**src/rtl/cpix_pack.sv**
```systemverilog
// rtl/cpix_pack.sv - pixel-pair to bitplane-packed 8-pixel tile row packer
module cpix_pack #(
    parameter int CNT_W = 16
) (
    input  logic             clk,
    input  logic             reset,
    input  logic             in_valid,
    output logic             in_ready,
    input  logic [3:0]       pa,
    input  logic [3:0]       pb,
    input  logic             h,
    input  logic             flush,
    output logic             out_valid,
    input  logic             out_ready,
    output logic [31:0]      out_word,
    output logic             out_blank,
    output logic [CNT_W-1:0] word_cnt
);

    typedef enum logic [1:0] {
        EMPTY = 2'd0,
        FILL1 = 2'd1,
        FILL2 = 2'd2,
        FILL3 = 2'd3
    } beat_e;

    beat_e             beat_q, beat_d;
    logic [31:0]       asm_q, asm_d;
    logic              h_q, h_d;
    logic              asm_full_q, asm_full_d;
    logic              flush_pend_q, flush_pend_d;
    logic              out_valid_q, out_valid_d;
    logic [31:0]       out_word_q, out_word_d;
    logic              out_blank_q, out_blank_d;
    logic [CNT_W-1:0]  cnt_q, cnt_d;

    logic              accept;
    logic              out_free;
    logic              h_eff;
    logic [2:0]        idx_a;
    logic [2:0]        idx_b;
    logic [31:0]       new_word;
    logic              word_done;
    logic [31:0]       done_word;

    // Beat assembly, word completion/flush, output register hand-off and word counting
    always_comb begin
        beat_d       = beat_q;
        asm_d        = asm_q;
        h_d          = h_q;
        asm_full_d   = asm_full_q;
        flush_pend_d = flush_pend_q;
        out_valid_d  = out_valid_q;
        out_word_d   = out_word_q;
        cnt_d        = cnt_q;

        // Stall only when a finished word waits behind a blocked output register
        in_ready = !(asm_full_q && out_valid_q && !out_ready);
        accept   = in_valid && in_ready;
        out_free = !out_valid_q || out_ready;

        // The flip flag of a word is taken from its first beat only
        h_eff = (beat_q == EMPTY) ? h : h_q;
        idx_a = h_eff ? (3'd7 - {beat_q, 1'b0}) : {beat_q, 1'b0};
        idx_b = h_eff ? (3'd7 - {beat_q, 1'b1}) : {beat_q, 1'b1};

        // Starting a new word clears the assembly so unfilled pixels stay transparent
        new_word = (beat_q == EMPTY) ? 32'd0 : asm_q;
        for (int j = 0; j < 4; j++) begin
            new_word[8*j + int'(idx_a)] = pa[j];
            new_word[8*j + int'(idx_b)] = pb[j];
        end

        word_done = accept ? ((beat_q == FILL3) || flush)
                           : (flush && (beat_q != EMPTY));
        done_word = accept ? new_word : asm_q;

        if (out_valid_q && out_ready) begin
            cnt_d       = cnt_q + CNT_W'(1);
            out_valid_d = 1'b0;
        end

        // A held complete word moves out first, freeing the assembly for new data
        if (asm_full_q && out_free) begin
            out_valid_d  = 1'b1;
            out_word_d   = asm_q;
            asm_full_d   = 1'b0;
            flush_pend_d = 1'b0;
        end

        if (accept) begin
            asm_d  = new_word;
            beat_d = beat_e'(2'(beat_q + 2'd1));
            if (beat_q == EMPTY) begin
                h_d = h;
            end
        end

        if (word_done) begin
            beat_d = EMPTY;
            if (out_free && !asm_full_q) begin
                out_valid_d = 1'b1;
                out_word_d  = done_word;
            end else begin
                asm_full_d   = 1'b1;
                asm_d        = done_word;
                flush_pend_d = flush && !(accept && (beat_q == FILL3));
            end
        end

        out_blank_d = (out_word_d == 32'd0);
    end

    // State registers with synchronous reset
    always_ff @(posedge clk) begin
        if (reset) begin
            beat_q       <= EMPTY;
            asm_q        <= 32'd0;
            h_q          <= 1'b0;
            asm_full_q   <= 1'b0;
            flush_pend_q <= 1'b0;
            out_valid_q  <= 1'b0;
            out_word_q   <= 32'd0;
            out_blank_q  <= 1'b1;
            cnt_q        <= '0;
        end else begin
            beat_q       <= beat_d;
            asm_q        <= asm_d;
            h_q          <= h_d;
            asm_full_q   <= asm_full_d;
            flush_pend_q <= flush_pend_d;
            out_valid_q  <= out_valid_d;
            out_word_q   <= out_word_d;
            out_blank_q  <= out_blank_d;
            cnt_q        <= cnt_d;
        end
    end

    assign out_valid = out_valid_q;
    assign out_word  = out_word_q;
    assign out_blank = out_blank_q;
    assign word_cnt  = cnt_q;

endmodule

```
**config.mk**
```make
export PLATFORM = sky130hd
export DESIGN_NAME = cpix_pack
export DESIGN_NICKNAME = d
export VERILOG_FILES = /design/src/rtl/cpix_pack.sv
export SDC_FILE = /design/constraint.sdc
export NUM_CORES = 1
export LEC_CHECK = 0
export BUFFER_PORTS_ARGS = -buffer_cell sky130_fd_sc_hd__buf_2
export CELL_PAD_IN_SITES_DETAIL_PLACEMENT = 0
export CELL_PAD_IN_SITES_GLOBAL_PLACEMENT = 1
export CORE_ASPECT_RATIO = 0.5
export CORE_MARGIN = 8
export CORE_UTILIZATION = 38
export CTS_BUF_LIST = sky130_fd_sc_hd__clkbuf_8
export CTS_CLUSTER_DIAMETER = 40
export DETAILED_ROUTE_END_ITERATION = 16
export GPL_ROUTABILITY_DRIVEN = 0
export PLACE_DENSITY = 0.83
export SLEW_MARGIN = 40
export SYNTH_ARGS = -nofsm -noshare
export SYNTH_HDL_FRONTEND = slang
export SYNTH_SLANG_ARGS = --single-unit
```
**constraint.sdc**
```tcl
create_clock -name clk -period 6.98 [get_ports clk]
set_input_delay 1.396 -clock clk [delete_from_list [all_inputs] [get_ports clk]]
set_output_delay 1.396 -clock clk [all_outputs]
set_load 0.02 [all_outputs]
```
==> out/metrics.csv <==
stage,metric,value,unit
outcome,status,"complete, no violations",
power,Pleak,2.12,nW
logic_synthesis,synth warn,0,
hold_path,hold depth,2,
routing,vias,4376,
setup_path,Critical Path RT,7.25,ns
routing,Via-to-Cell Ratio,5.66,
hold_path,Hold Path Origin,word_cnt[6]$_SDFFE_PP0P_,
setup_path,crit path max-delay cell type,and3_1,
setup_path,CP Max Fanout,16,
run,Max Cap Violations,0,
routing,Initial DRT Pass Iterations,6,
logic_synthesis,"Top FF cell, synth",dfxtp_1,
die,Die ar.,15900,µm²
logic_synthesis,Async SR Flop Fraction,0,%
setup_path,WS Path Type,in -> reg,
timing,worst slew pin tran,0.862,ns
place,HPWL Detailed,8780,µm
logic_synthesis,Post-synth EDFFs,0,
global_route,total gr overflow,0,
cells_and_area,fill count,1215,
setup_path,FF-to-FF End,out_blank$_SDFF_PP1_,
die,core area,11700,µm²
hold_path,Hold/Removal Path Class,reg -> reg,
setup_path,arrival time at the worst endpoint,4.09,ns
power,Power Density,227,nW/µm²
setup_path,CP Cell Sequence,buf_2 > nand2b_1 > and2b_1 > and3_1 > o211ai_1 > a22oi_1 > nand4_1 > o41ai_2,
timing,Slew Limit Headroom,42.5,%
logic_synthesis,Syn Inst Count,575,
cells_and_area,share of layout cells above drive strength 1,16.8,%
timing,RSZ-0062 raised after global routing,false,
clocking,Post-CTS Hold Buffers,0,
place,number of port buffers,64,
die,die height,93.4,µm
timing,final hold vios,0,
global_route,Total Routing Usage GR,16.6,%
clocking,Post-CTS Repair Setup Buffers,0,
global_route,vias in the first global route,4164,
cells_and_area,Area Growth Syn to Fin,11.7,%
setup_path,Crit Reg-Reg Startpoint,beat_q[1]$_SDFFE_PP0N_,
logic_synthesis,Netlist Area Pre-Place,4550,µm²
setup_path,Worst setup SP type,primary input,
clocking,TritonCTS clock tree,built,
die,Initial Util,38.8,%
timing,Max Clock Freq,262,MHz
cells_and_area,Final nets,620,
timing,hold slack final,0.497,ns
routing,Final ANT Viol Nets,0,
clocking,clk slew on worst S/H paths,0.09,ns
die,total I/O pin count,65,
setup_path,R2R cell count,8,
global_route,largest net degree at the start of global routing,50,
hold_path,hold path endpoint,word_cnt[6]$_SDFFE_PP0P_,
setup_path,Crit path max-delay family,simple AND/OR/NAND/NOR gates,
logic_synthesis,"Seq/Total Area, Yosys",37.9,%
power,Worst VDD drop,78.1,µV
timing,max-slew violation count,0,
timing,minimum clock period,3.82,ns
cells_and_area,ANT cells,0,
setup_path,Max stage delay on crit path,0.66,ns
clocking,Sink Count,86,
timing,setup violators final,0,
logic_synthesis,Syn Area/Cell,7.91,µm²
logic_synthesis,post-synthesis cell type count,42,
global_route,first-pass GRT wire length,21400,µm
routing,DRC viols,0,
routing,DRT Wirelength,12900,µm
clocking,worst skew pair latency,0.36,ns
clocking,post-CTS sizing,0,
die,Rows,28,
die,Chip Width,171,µm
setup_path,Crit. End Element,flip-flop,
setup_path,CP bufs+invs,1,
routing,DR WL/cell,16.7,µm
setup_path,R2R setup slack,3.79,ns
logic_synthesis,syn nets,592,
global_route,initial antenna violation count,0,
timing,Setup TNS,0,ns
clocking,root buffer cell,clkbuf_8,
routing,DRT iter0 DRCs,310,
timing,period utilization,54.8,%
clocking,H-Tree Depth,3,
timing,Setup Skew,0.0105,ns
clocking,CTS buffer count,9,
logic_synthesis,Seq cells post-synth,86,
clocking,CTS max path bufs,2,
state kept, by name, indices dropped and copies added (netlist names):
| signal | flops |
|---|---|
| asm_full_q | 1 |
| asm_q | 32 |
| beat_q | 2 |
| h_q | 1 |
| out_blank | 1 |
| out_valid | 1 |
| out_word | 32 |
| word_cnt | 16 |
worst max-delay path by stage:
| stage | depth (start not counted) | slack [ns] | startpoint | endpoint |
|---|---|---|---|---|
| finish | 8 | 3.16 | out_ready | out_blank$_SDFF_PP1_ |
| global route | 8 | 3.01 | out_ready | out_blank$_SDFF_PP1_ |
| CTS | 8 | 3.22 | out_ready | out_blank$_SDFF_PP1_ |
| detailed placement | 8 | 2.83 | out_ready | out_blank$_SDFF_PP1_ |
| global placement | 8 | 2.64 | out_ready | out_blank$_SDFF_PP1_ |
| floorplan | 8 | 3.99 | out_ready | out_blank$_SDFF_PP1_ |
synth_stat cells, types with 3 or more instances:
library cell / number / area [µm²]
nand3_1: 93 / 465
buf_2: 8 / 40.0
a221o_1: 16 / 160
o21ai_0: 29 / 145
and4_1: 3 / 26.3
ha_1: 3 / 37.5
o21ai_1: 8 / 40.0
buf_6: 6 / 67.6
nor2b_1: 4 / 25.0
a31oi_1: 16 / 100
inv_1: 3 / 11.3
o21a_1: 11 / 82.6
dfxtp_1: 86 / 1720
clkbuf_1: 30 / 113
and2_1: 8 / 50.1
nand4_1: 6 / 37.5
xor2_1: 12 / 105
buf_4: 7 / 52.6
a22oi_1: 32 / 240
nand2_1: 50 / 188
a21oi_1: 3 / 15.0
nor2_1: 62 / 233
o211ai_1: 16 / 120
xnor2_1: 3 / 26.3
and3_1: 36 / 225
cells in the final DEF (no fill, tap or decap), types with 8 or more instances in the layout:
master    instances
o211ai_1         16
a221o_1          16
nor2_1           61
and2_1            8
a31oi_1          16
and3_1           36
nand3_1          93
nand2_1          50
o21a_1           11
a22oi_1          32
clkbuf_8         11
dfxtp_1          86
xor2_1           12
buf_2            63
o21ai_0          29
o21ai_1           8
routing by layer:
layer	global-route usage [%]	up-vias	wire length [µm]
met5	0	-	0
met4	5.15	0	164
met3	4.25	15	836
met2	25.9	131	5720
met1	22.3	2076	6150
li1	-	2154	-
kinds of logic after synthesis:
family	Yosys count	share of synthesized area, %
mux	3	0.853
compound gates	140	21.9
buf+inv	56	6.41
xor+xnor	15	2.89
flops	86	37.9
fa+ha+maj	3	0.825
simple gates	272	29.3
final cells by class:
cell class	instances	area (µm²)	area share, %
clock buffer	11	151	2.98
timing repair buffer	70	368	7.24
clock inverter	5	56.3	1.11
tap	165	206	4.06
sequential	86	1720	33.9
inverter	3	11.3	0.222
multi-input combinational	433	2560	50.5
metrics by stage:
step                util (%)  power, mW  area [µm²]  worst slack [ns]  std cells
floorplan                  -      0.723        4550              3.99        575
global placement        41.2      0.783        4830              2.64        756
detailed placement      41.3      0.785        4850              2.83        756
CTS                     43.1       1.16        5050              3.22        772
global route            43.3       1.21        5080              3.01        773
finish                  43.3       1.15        5080              3.16        773
report_power, final:
part	internal [mW]	total (mW)	switching, mW	leakage, nW
sequential	0.517	0.535	0.0186	0.701
combinational	0.0825	0.242	0.160	1.31
clock	0.185	0.374	0.188	0.106
worst register-to-register path, cell delays in order, from the launching register on:
cell and delay [ns]:
dfxtp_1 0.72, inv_1 0.13, ha_1 0.28, a21bo_2 0.27, and3_1 0.64, o211ai_1 0.24, a22oi_1 0.33, nand4_1 0.15
o41ai_2 0.34
(Power assumes the default switching activity.)
